===== src/rtl/uart_pkt_pkg.sv =====
// Shared encodings and constants for the UART packet deframer.
package uart_pkt_pkg;

    typedef enum logic [2:0] {
        ST_HUNT    = 3'd0,
        ST_LEN     = 3'd1,
        ST_PAYLOAD = 3'd2,
        ST_CSUM    = 3'd3,
        ST_EMIT    = 3'd4
    } state_e;

    localparam logic [7:0] SYNC_BYTE_DEFAULT = 8'hA5;
    localparam int         CSUM_W            = 8;

endpackage


===== src/rtl/uart_pkt_buffer.sv =====
// Payload store: MAX_LEN x 8 register file, one synchronous write port and
// one asynchronous read port. Storage is not reset.
module uart_pkt_buffer #(
    parameter int MAX_LEN = 16,
    parameter int AW      = $clog2(MAX_LEN + 1)
) (
    input  logic          CLK,
    input  logic          we,
    input  logic [AW-1:0] wr_idx,
    input  logic [7:0]    wr_data,
    input  logic [AW-1:0] rd_idx,
    output logic [7:0]    rd_data
);

    localparam int IW = (MAX_LEN > 1) ? $clog2(MAX_LEN) : 1;

    logic [7:0] mem [MAX_LEN];

    always_ff @(posedge CLK) begin
        if (we && wr_idx < AW'(MAX_LEN)) mem[wr_idx[IW-1:0]] <= wr_data;
    end

    // rd_idx runs one past the last byte once the final byte is loaded
    assign rd_data = (rd_idx < AW'(MAX_LEN)) ? mem[rd_idx[IW-1:0]] : 8'h00;

endmodule


===== src/rtl/uart_pkt_deframer.sv =====
// Pops UART RX bytes, hunts for SYNC/LEN/PAYLOAD/CSUM frames and streams
// checksum-valid payloads out on a valid/ready byte interface.
module uart_pkt_deframer
    import uart_pkt_pkg::*;
#(
    parameter int         MAX_LEN        = 16,
    parameter logic [7:0] SYNC_BYTE      = SYNC_BYTE_DEFAULT,
    parameter int         TIMEOUT_CYCLES = 2_700_000
) (
    input  logic       CLK,
    input  logic       RST,
    input  logic [7:0] uart_rd_data,
    input  logic       uart_rd_avail,
    output logic       uart_rd_req,
    output logic [7:0] m_data,
    output logic       m_valid,
    output logic       m_last,
    input  logic       m_ready,
    output logic       pkt_ok,
    output logic       err_csum,
    output logic       err_len,
    output logic       err_timeout,
    output logic       busy
);

    localparam int            LW        = $clog2(MAX_LEN + 1);
    localparam int            TW        = $clog2(TIMEOUT_CYCLES);
    localparam logic [TW-1:0] TCNT_LAST = TW'(TIMEOUT_CYCLES - 1);

    state_e             state_q, state_d;
    logic [LW-1:0]      len_q, len_d, idx_q, idx_d, rd_idx_q, rd_idx_d;
    logic [CSUM_W-1:0]  sum_q, sum_d, csum_chk;
    logic [TW-1:0]      tcnt_q, tcnt_d;
    logic [7:0]         m_data_q, m_data_d;
    logic               m_valid_q, m_valid_d, m_last_q, m_last_d;
    logic               pkt_ok_q, pkt_ok_d, err_csum_q, err_csum_d;
    logic               err_len_q, err_len_d, err_timeout_q, err_timeout_d;
    logic               consume, buf_we;
    logic [7:0]         buf_rd_data;

    assign consume  = uart_rd_req & uart_rd_avail;
    assign csum_chk = sum_q + uart_rd_data;

    uart_pkt_buffer #(.MAX_LEN(MAX_LEN), .AW(LW)) u_buf (
        .CLK     (CLK),
        .we      (buf_we),
        .wr_idx  (idx_q),
        .wr_data (uart_rd_data),
        .rd_idx  (rd_idx_q),
        .rd_data (buf_rd_data)
    );

    always_ff @(posedge CLK) begin
        if (RST) begin
            state_q       <= ST_HUNT;
            len_q         <= '0;
            idx_q         <= '0;
            rd_idx_q      <= '0;
            sum_q         <= '0;
            tcnt_q        <= '0;
            m_data_q      <= '0;
            m_valid_q     <= 1'b0;
            m_last_q      <= 1'b0;
            pkt_ok_q      <= 1'b0;
            err_csum_q    <= 1'b0;
            err_len_q     <= 1'b0;
            err_timeout_q <= 1'b0;
        end else begin
            state_q       <= state_d;
            len_q         <= len_d;
            idx_q         <= idx_d;
            rd_idx_q      <= rd_idx_d;
            sum_q         <= sum_d;
            tcnt_q        <= tcnt_d;
            m_data_q      <= m_data_d;
            m_valid_q     <= m_valid_d;
            m_last_q      <= m_last_d;
            pkt_ok_q      <= pkt_ok_d;
            err_csum_q    <= err_csum_d;
            err_len_q     <= err_len_d;
            err_timeout_q <= err_timeout_d;
        end
    end

    always_comb begin
        state_d       = state_q;
        len_d         = len_q;
        idx_d         = idx_q;
        rd_idx_d      = rd_idx_q;
        sum_d         = sum_q;
        tcnt_d        = '0;
        m_data_d      = m_data_q;
        m_valid_d     = m_valid_q;
        m_last_d      = m_last_q;
        pkt_ok_d      = 1'b0;
        err_csum_d    = 1'b0;
        err_len_d     = 1'b0;
        err_timeout_d = 1'b0;
        buf_we        = 1'b0;
        case (state_q)
            ST_HUNT: begin
                if (consume && uart_rd_data == SYNC_BYTE) state_d = ST_LEN;
            end
            ST_LEN, ST_PAYLOAD, ST_CSUM: begin
                if (!consume) begin
                    // a consume in the same cycle always beats the timeout
                    if (tcnt_q == TCNT_LAST) begin
                        err_timeout_d = 1'b1;
                        state_d       = ST_HUNT;
                    end else begin
                        tcnt_d = tcnt_q + TW'(1);
                    end
                end else if (state_q == ST_LEN) begin
                    if (uart_rd_data != 8'h00 && uart_rd_data <= 8'(MAX_LEN)) begin
                        len_d    = LW'(uart_rd_data);
                        sum_d    = uart_rd_data;
                        idx_d    = '0;
                        rd_idx_d = '0;
                        state_d  = ST_PAYLOAD;
                    end else begin
                        err_len_d = 1'b1;
                        state_d   = ST_HUNT;
                    end
                end else if (state_q == ST_PAYLOAD) begin
                    buf_we = 1'b1;
                    sum_d  = csum_chk;
                    idx_d  = idx_q + LW'(1);
                    if (idx_q == len_q - LW'(1)) state_d = ST_CSUM;
                end else if (csum_chk == '0) begin
                    // preload byte 0 so m_valid rises the cycle after CSUM
                    m_data_d  = buf_rd_data;
                    m_valid_d = 1'b1;
                    m_last_d  = (len_q == LW'(1));
                    rd_idx_d  = LW'(1);
                    state_d   = ST_EMIT;
                end else begin
                    err_csum_d = 1'b1;
                    state_d    = ST_HUNT;
                end
            end
            ST_EMIT: begin
                if (m_ready) begin
                    if (m_last_q) begin
                        m_valid_d = 1'b0;
                        m_last_d  = 1'b0;
                        pkt_ok_d  = 1'b1;
                        state_d   = ST_HUNT;
                    end else begin
                        m_data_d = buf_rd_data;
                        m_last_d = (rd_idx_q == len_q - LW'(1));
                        rd_idx_d = rd_idx_q + LW'(1);
                    end
                end
            end
            default: state_d = ST_HUNT;
        endcase
    end

    always_comb begin
        uart_rd_req = (state_q == ST_HUNT) || (state_q == ST_LEN) ||
                      (state_q == ST_PAYLOAD) || (state_q == ST_CSUM);
        busy        = (state_q != ST_HUNT);
    end

    assign m_data      = m_data_q;
    assign m_valid     = m_valid_q;
    assign m_last      = m_last_q;
    assign pkt_ok      = pkt_ok_q;
    assign err_csum    = err_csum_q;
    assign err_len     = err_len_q;
    assign err_timeout = err_timeout_q;

endmodule


===== config.mk =====
export PLATFORM = sky130hd
export DESIGN_NAME = uart_pkt_deframer
export DESIGN_NICKNAME = d
export VERILOG_FILES = /design/src/rtl/uart_pkt_pkg.sv /design/src/rtl/uart_pkt_buffer.sv /design/src/rtl/uart_pkt_deframer.sv
export SDC_FILE = /design/constraint.sdc
export NUM_CORES = 1
export LEC_CHECK = 0
export ABC_AREA = 1
export ABC_CLOCK_PERIOD_IN_PS = 5000
export CAP_MARGIN = 20
export CORE_AREA = 4 4 129 131
export DETAILED_ROUTE_END_ITERATION = 6
export DIE_AREA = 0 0 133 135
export GPL_TIMING_DRIVEN = 0
export HOLD_SLACK_MARGIN = 0.06
export PLACE_DENSITY_LB_ADDON = 0.1
export SYNTH_ARGS = -nofsm -noshare
export SYNTH_HDL_FRONTEND = slang
export SYNTH_SLANG_ARGS = --single-unit

===== constraint.sdc =====
create_clock -name CLK -period 5 [get_ports CLK]
set_clock_uncertainty 0.05 [all_clocks]
set_input_delay 0.5 -clock CLK [delete_from_list [all_inputs] [get_ports CLK]]
set_output_delay 0.5 -clock CLK [all_outputs]
set_load 0.02 [all_outputs]

==> results of run 1 <==
through the flow:
step	setup WS (ps)	std cells	hold WS, ps	area (um^2)	total power, mW
2_1_floorplan	2540	894	368	8690	2.93
3_3_place_gp	1130	1136	377	9230	3.45
3_5_place_dp	1020	1136	387	9230	3.50
4_1_cts	1460	1168	381	9830	4.87
5_1_grt	1210	1168	420	9830	5.13
6_report	1470	1168	395	9830	4.88
cells by family (layout without fill, tap and decap cells):
group | count (synthesis) | count (layout) | share of synthesized area (%)
AO/OA/AOI/OAI | 183 | 183 | 12.4
XOR/XNOR | 20 | 20 | 2.01
adder cells (fa/ha/maj) | 16 | 16 | 2.39
buffers and inverters | 110 | 168 | 5.25
flip-flops | 194 | 194 | 59.4
AND/OR/NAND/NOR | 371 | 371 | 18.6
critical path, delay by kind of cell:
family          cells  cell delay (ps)
compound gates      1              230
buf+inv             1              880
fa+ha+maj           2              960
simple gates        8             1210
power by group:
part | leakage (nW) | switching, mW | internal, mW
clock network | 0.287 | 0.581 | 0.802
registers | 1.69 | 0.0782 | 1.82
logic | 1.57 | 1.10 | 0.502
total | 3.54 | 1.76 | 3.12
cells in the mapped netlist (all sizes together) (11+ instances only):
cell type	number	area, um^2
nand3	53	280
buf	12	73.8
nor2	170	661
dfxtp	66	1320
nor3	11	55.1
inv	73	274
xor2	13	114
edfxtp	128	3840
ha	15	188
a21oi	35	186
nand4	12	75.1
o221ai	25	219
o21ai	98	494
clkbuf	23	87.6
nand2	110	433
per-layer routing:
layer	vias up	global-route usage, %	wire (um)
li1	3203	-	-
met1	3160	32.0	8820
met2	322	39.2	10300
met3	43	5.29	1680
met4	0	10.9	797
met5	-	0	0
flip-flops by register name, summed over array words and instances, names as in the netlist, 3 cells and up, named ones only:
name	count
m_data	8
sum_q	8
len_q	5
rd_idx_q	5
u_buf.mem	128
idx_q	5
state_q	3
tcnt_q	22
final timing paths:
kind | depth (start not counted) | end | from
setup / recovery | 12 | register | uart_rd_data[0]
hold / removal | 2 | m_last | RST
setup reg to reg | 11 | register | sum_q[0]
hold reg to reg | 1 | tcnt_q[0] | tcnt_q[0]
layout make-up:
type                            instances  area share, %
Clock inverter                         12           1.60
Tap cell                              216           2.75
Multi-Input combinational cell        590           31.3
Clock buffer                           20           4.54
Inverter                               75           3.00
Sequential cell                       194           52.5
Timing Repair Buffer                   26           2.65
Buffer                                 35           1.64
==> results.txt, run 1 <==
Tcrit/Tclk final - 70.5%
Num CTS Buffers - 17
Initial Utilization - 55.7%
Tot GR Track Use - 24.4%
Crit Path Class - primary input to register
Io pins - 28
Hold crit path type - primary input to register
Worst-path clk slew - 70 ps
Power per cell area - 497 nW/um^2
# rows - 46
Vias per cell - 5.76
Clk Latency, worst-skew pair - 430 ps
Post-Syn Instances - 894
EDFF count, synth - 128
Synth Cell Area - 8690 um^2
Fillers - 1,255
Clock tree sinks - 194
Max cap viols - 0
Flops & latches, synth - 194
Area Overhead vs Synth - 13.1%
Lkg Pwr - 3.54 nW
Min Tclk post-route - 3530 ps
Die area - 18,000 um^2
Gpl congestion - 0.926
CTS resizes - 0
Post-synthesis net count - 922
Global-route wire length before repair - 33,700 um
Netlist cell types - 46
Final hold viol count - 0
Share of post-route cells with drive strength above 1 - 7.25%
CP Launch Type - primary input
Post-route ant nets - 0
Wire per inst - 18.4 um
CTS Hold Bufs - 0
Nets@finish - 967
Post-layout util - 63.0%
R2r setup slk - 2400 ps
Drt drc - 0
Critical path endpoint category - register
Relative slew slack - 31.7%
Sequential Area - 5160 um^2
Router iterations before antenna repair - 6
VDD IR max - 276 uV
RSZ-0062 raised after global routing - no
Prevailing post-synth register cell - edfxtp_1
Seq/Total Area, Yosys - 59.4%
Multi-input gate area - 3070 um^2
Vias in the first global route - 6,348
Max-slew violations - 0
Synth async-reset ratio - 0%
Total wire length - 21,500 um
Die W - 133 um
CTS max path bufs - 2
Slowest cell on crit path - clkdlybuf4s50_1
Worst path max stage delay - 880 ps
Worst Path Required - 5260 ps
Buffers on Ports - 26
Die H - 135 um
Fmax - 284 MHz
Core area - 15,600 um^2
Most common cell after layout, fill and taps aside - nor2_1
Via Count - 6,728
Critical Path, Cell by Cell - clkdlybuf4s50_1 -> ha_1 -> fa_1 -> or2_2 -> nor2_1 -> nand3_1 -> nor2_2 -> nand3_2 -> nand2_4 -> nand2_4 -> a21boi_0 -> nor2_1
Slew at the pin closest to its max-slew limit - 1020 ps
Crit Path Max Fanout - 20
Initial antenna violation count - 0
Outcome - finished clean
Root buffer cell - clkbuf_16
CP Data Arrival Time - 3790 ps
Antenna diodes - 0
Final Setup Violations - 0
Detail Placement HPWL - 14,600 um
Commonest non-fill, non-tap cells in the layout - nor2_1 (163), edfxtp_1 (128), nand2_1 (106)
Pin count of the biggest net entering global routing - 22
Drt first-iter violations - 563
Gr ovfl total - 0
CTS tree - built
Post-CTS setup buffers - 0
CTS H-tree lvls - 4
Syn Area/Cell - 9.73 um^2
Synth warn - 0
Setup_tns - 0 ps
Note: power is estimated with default switching activity, not from simulation.
==> run 2, diff against run 1 <==
- ABC_CLOCK_PERIOD_IN_PS: 5000 -> 3100
- CORE_AREA: 4 4 129 131 -> 4 4 131 133
- DIE_AREA: 0 0 133 135 -> 0 0 135 137
- clock period: 5 -> 3.1 ns (I/O delays scaled with it)
==> results.txt, run 2 (synthesis results as in run 1) <==
Crit Path Class - primary input to register
Post-layout util - 62.1%
Nets@finish - 967
Antenna diodes - 0
Global-route wire length before repair - 34,100 um
Fmax - 349 MHz
Clk Latency, worst-skew pair - 440 ps
Pin count of the biggest net entering global routing - 22
Drt drc - 0
Die H - 137 um
Gpl congestion - 0.889
Clock tree sinks - 194
Final hold viol count - 0
Gr ovfl total - 0
Drt first-iter violations - 601
Die area - 18,500 um^2
RSZ-0062 raised after global routing - no
CTS H-tree lvls - 4
VDD IR max - 462 uV
Lkg Pwr - 3.55 nW
WHS - 198 ps
Num CTS Buffers - 17
Core area - 15,800 um^2
Tcrit/Tclk final - 92.5%
Max cap viols - 0
Most common cell after layout, fill and taps aside - nor2_1
Router iterations before antenna repair - 5
Outcome - finished clean
Tot GR Track Use - 24.4%
Min Tclk post-route - 2870 ps
Relative slew slack - 33.3%
Power per cell area - 804 nW/um^2
Area Overhead vs Synth - 13.1%
Worst r2r path cells - 12
Post-route ant nets - 0
Max reg flops - 128
Initial Utilization - 54.9%
Total wire length - 21,800 um
Post-CTS setup buffers - 0
Vias in the first global route - 6,543
Hold crit path type - primary input to register
Critical path endpoint category - register
CP Launch Type - primary input
CP Data Arrival Time - 3150 ps
Worst-path clk slew - 70 ps
Commonest non-fill, non-tap cells in the layout - nor2_1 (163), edfxtp_1 (128), nand2_1 (106)
Worst Path Required - 3380 ps
Via Count - 6,714
Pre-CTS WS - -653 ps
Slew at the pin closest to its max-slew limit - 1000 ps
Crit Path Max Fanout - 20
Initial antenna violation count - 0
Root buffer cell - clkbuf_16
Die W - 135 um
Total power - 7.90 mW
Vias per cell - 5.75
Detail Placement HPWL - 14,800 um
Max-slew violations - 0
Io pins - 28
CTS max path bufs - 2
Share of post-route cells with drive strength above 1 - 7.56%
Buffers on Ports - 26
Worst setup margin - 233 ps
Hold depth - 2
Wire per inst - 18.7 um
CTS tree - built
Final Setup Violations - 0
# rows - 46
## run 2: cell count changes in the layout (fill, tap and decap cells not counted), sizes merged
cell and delta:
clkdlybuf4s50 -3, clkbuf -2, clkinvlp +2, clkinv +1
dlygate4sd2 +1, dlymetal6s2s +1
## run 2: metrics by stage
step                area, um^2  std cells  TNS, ps
floorplan                 8690        894        0
global placement          9230       1136   -10960
detailed placement        9230       1136   -11470
CTS                       9830       1168        0
global route              9830       1168        0
finish                    9830       1168        0
## run 2: area by class of cell
cell class | count | area, um^2
fill | 1306 | 6000
sequential | 194 | 5160
tap | 216 | 270
clock inverter | 15 | 185
clock buffer | 17 | 425
buffer | 35 | 161
multi-input combinational | 590 | 3070
timing repair buffer | 26 | 256
inverter | 75 | 295
## run 2: what timing repair did
action                                  in CTS  in global routing
hold buffers                                 0                  0
gates resized for setup                      2                  3
hold endpoints to repair                     0                  0
gates cloned                                 0                  0
endpoints found under the setup margin      17                 17
## run 2: per-layer routing
layer / GRT usage (%) / vias to the layer above / wire, um
li1: - / 3192 / -
met1: 31.4 / 3166 / 8940
met2: 39.4 / 298 / 10300
met3: 4.78 / 58 / 1500
met4: 12.7 / 0 / 1080
met5: 0 / - / 0
## run 2: critical path, stage by stage
cell	delay, ps
clkdlybuf4s50_1	880
ha_1	660
nand2_1	80
nand2_1	100
nand3_1	100
nand2_1	80
nand3_1	90
nor2_2	160
nand3_2	120
nand2_4	110
nand2_4	90
buf_6	160
a21oi_1	150
nor2_1	60
## run 2: path summary, 6_finish.rpt
kind,startpoint,to,slack [ps]
max,uart_rd_data[2],rd_idx_q[4],230
min,RST,m_valid,200
max reg2reg,sum_q[0],rd_idx_q[4],540
min reg2reg,tcnt_q[0],tcnt_q[0],400
## run 2: power breakdown
part	switching [mW]	total [mW]	internal [mW]
Sequential	0.124	3.05	2.93
Clock	0.982	2.26	1.27
Combinational	1.78	2.59	0.810
==> run 3, diff against run 2 <==
- REMOVE_ABC_BUFFERS: unset -> 1
==> results.txt, run 3 (synthesis results as in run 1) <==
Die W - 135 um
Outcome - finished clean
Nets@finish - 937
Hold crit path type - register to register
CTS H-tree lvls - 4
FF-to-FF Start - state_q[0]
Initial antenna violation count - 0
Num CTS Buffers - 17
Crit path max-delay family - simple AND/OR/NAND/NOR gates
# rows - 46
Global-route wire length before repair - 32,500 um
WHS - 417 ps
Critical path endpoint category - register
Final cell count without fillers - 1,138
Pin count of the biggest net entering global routing - 65
Fmax - 351 MHz
Pre-CTS WS - -695 ps
Die area - 18,500 um^2
Slew at the pin closest to its max-slew limit - 1060 ps
Setup_tns - 0 ps
Crit Path Class - primary input to register
Relative slew slack - 29.1%
Lkg Pwr - 3.55 nW
Critical Path, Cell by Cell - dlygate4sd2_1 -> fa_1 -> or2_2 -> nor2_1 -> nand3_1 -> nor2_2 -> nand3_2 -> nand2_4 -> nand2_4 -> a21boi_0 -> nor2_1
Detail Placement HPWL - 13,200 um
Final Setup Violations - 0
Post-CTS setup buffers - 0
Share of post-route cells with drive strength above 1 - 7.16%
Root buffer cell - clkbuf_16
Drt first-iter violations - 540
Vias per cell - 5.72
Router iterations before antenna repair - 6
Worst setup margin - 252 ps
Gpl congestion - 0.913
Critical Path Start - uart_rd_data[1]
CTS tree - built
Tcrit/Tclk final - 91.9%
Clock tree sinks - 194
Post-route ant nets - 0
RSZ-0062 raised after global routing - no
Area Overhead vs Synth - 12.3%
Gr ovfl total - 0
Final instance area - 9760 um^2
Clk Latency, worst-skew pair - 430 ps
Final hold viol count - 0
Power per cell area - 788 nW/um^2
CTS Hold Bufs - 0
Via Count - 6,512
CP Launch Type - primary input
Drt drc - 0
Antenna diodes - 0
Post-DP Area - 9140 um^2
Worst hold start - m_valid
Worst path max stage delay - 770 ps
Max-slew violations - 0
Total wire length - 20,300 um
Max reg flops - 128
Io pins - 28
Buffers on Ports - 27
Most common cell after layout, fill and taps aside - nor2_1
Worst Path Required - 3350 ps
Core area - 15,800 um^2
Total power - 7.69 mW
CP Data Arrival Time - 3100 ps
VDD IR max - 436 uV
Slowest cell on crit path - dlygate4sd2_1
Die H - 137 um
Bufs and invs on worst path - 1
Commonest non-fill, non-tap cells in the layout - nor2_1 (162), edfxtp_1 (128), nand2_1 (106)
CTS max path bufs - 2
Max cap viols - 0
Post-layout util - 61.7%
Crit Path Max Fanout - 21
Placed insts - 1,106
Initial Utilization - 54.9%
Wire per inst - 17.8 um
Tot GR Track Use - 22.8%
Vias in the first global route - 6,161
Worst-path clk slew - 70 ps
Min Tclk post-route - 2850 ps
==> run 3: area by class of cell <==
type                       instances  area [um^2]
sequential                       194         5170
multi-input combinational        590         3080
clock buffer                      17          425
timing repair buffer              31          340
tap                              216          270
clock inverter                    15          188
inverter                          75          295
fill                            1317         6070
==> run 3: timing repair <==
action | CTS | global route
pin swaps | 0 | 0
endpoints found under the setup margin | 17 | 20
gates resized for setup | 2 | 8
==> run 3: layer usage <==
| layer | GRT usage, % | share of wire [%] | vias to the layer above |
|---|---|---|---|
| met4 | 8.57 | 3.0 | 0 |
| met3 | 3.86 | 5.5 | 37 |
| met5 | 0 | 0 | - |
| met1 | 30.2 | 43 | 3098 |
| met2 | 37.9 | 49 | 244 |
| li1 | - | - | 3133 |
==> run 3: path summary, 6_finish.rpt <==
kind                                  to  slack [ps]  cells past startpoint
worst max register to register  idx_q[3]         290                      8
worst max-delay path            register         250                     11
worst min-delay path             m_valid         420                      2
worst min register to register   m_valid         420                      2
==> run 3: where the power goes <==
group	leakage, nW	switching [mW]	internal, mW	total [mW]
Sequential	1.69	0.277	2.93	3.21
Combinational	1.57	1.42	0.791	2.22
Clock	0.300	1.03	1.23	2.27
Total	3.55	2.73	4.96	7.69
==> run 3: worst min-delay path: cells and delay by family, from the launching register on <==
kind             cells  cell delay [ps]
AO/OA/AOI/OAI        1               50
flip-flops           1              320
AND/OR/NAND/NOR      1               60
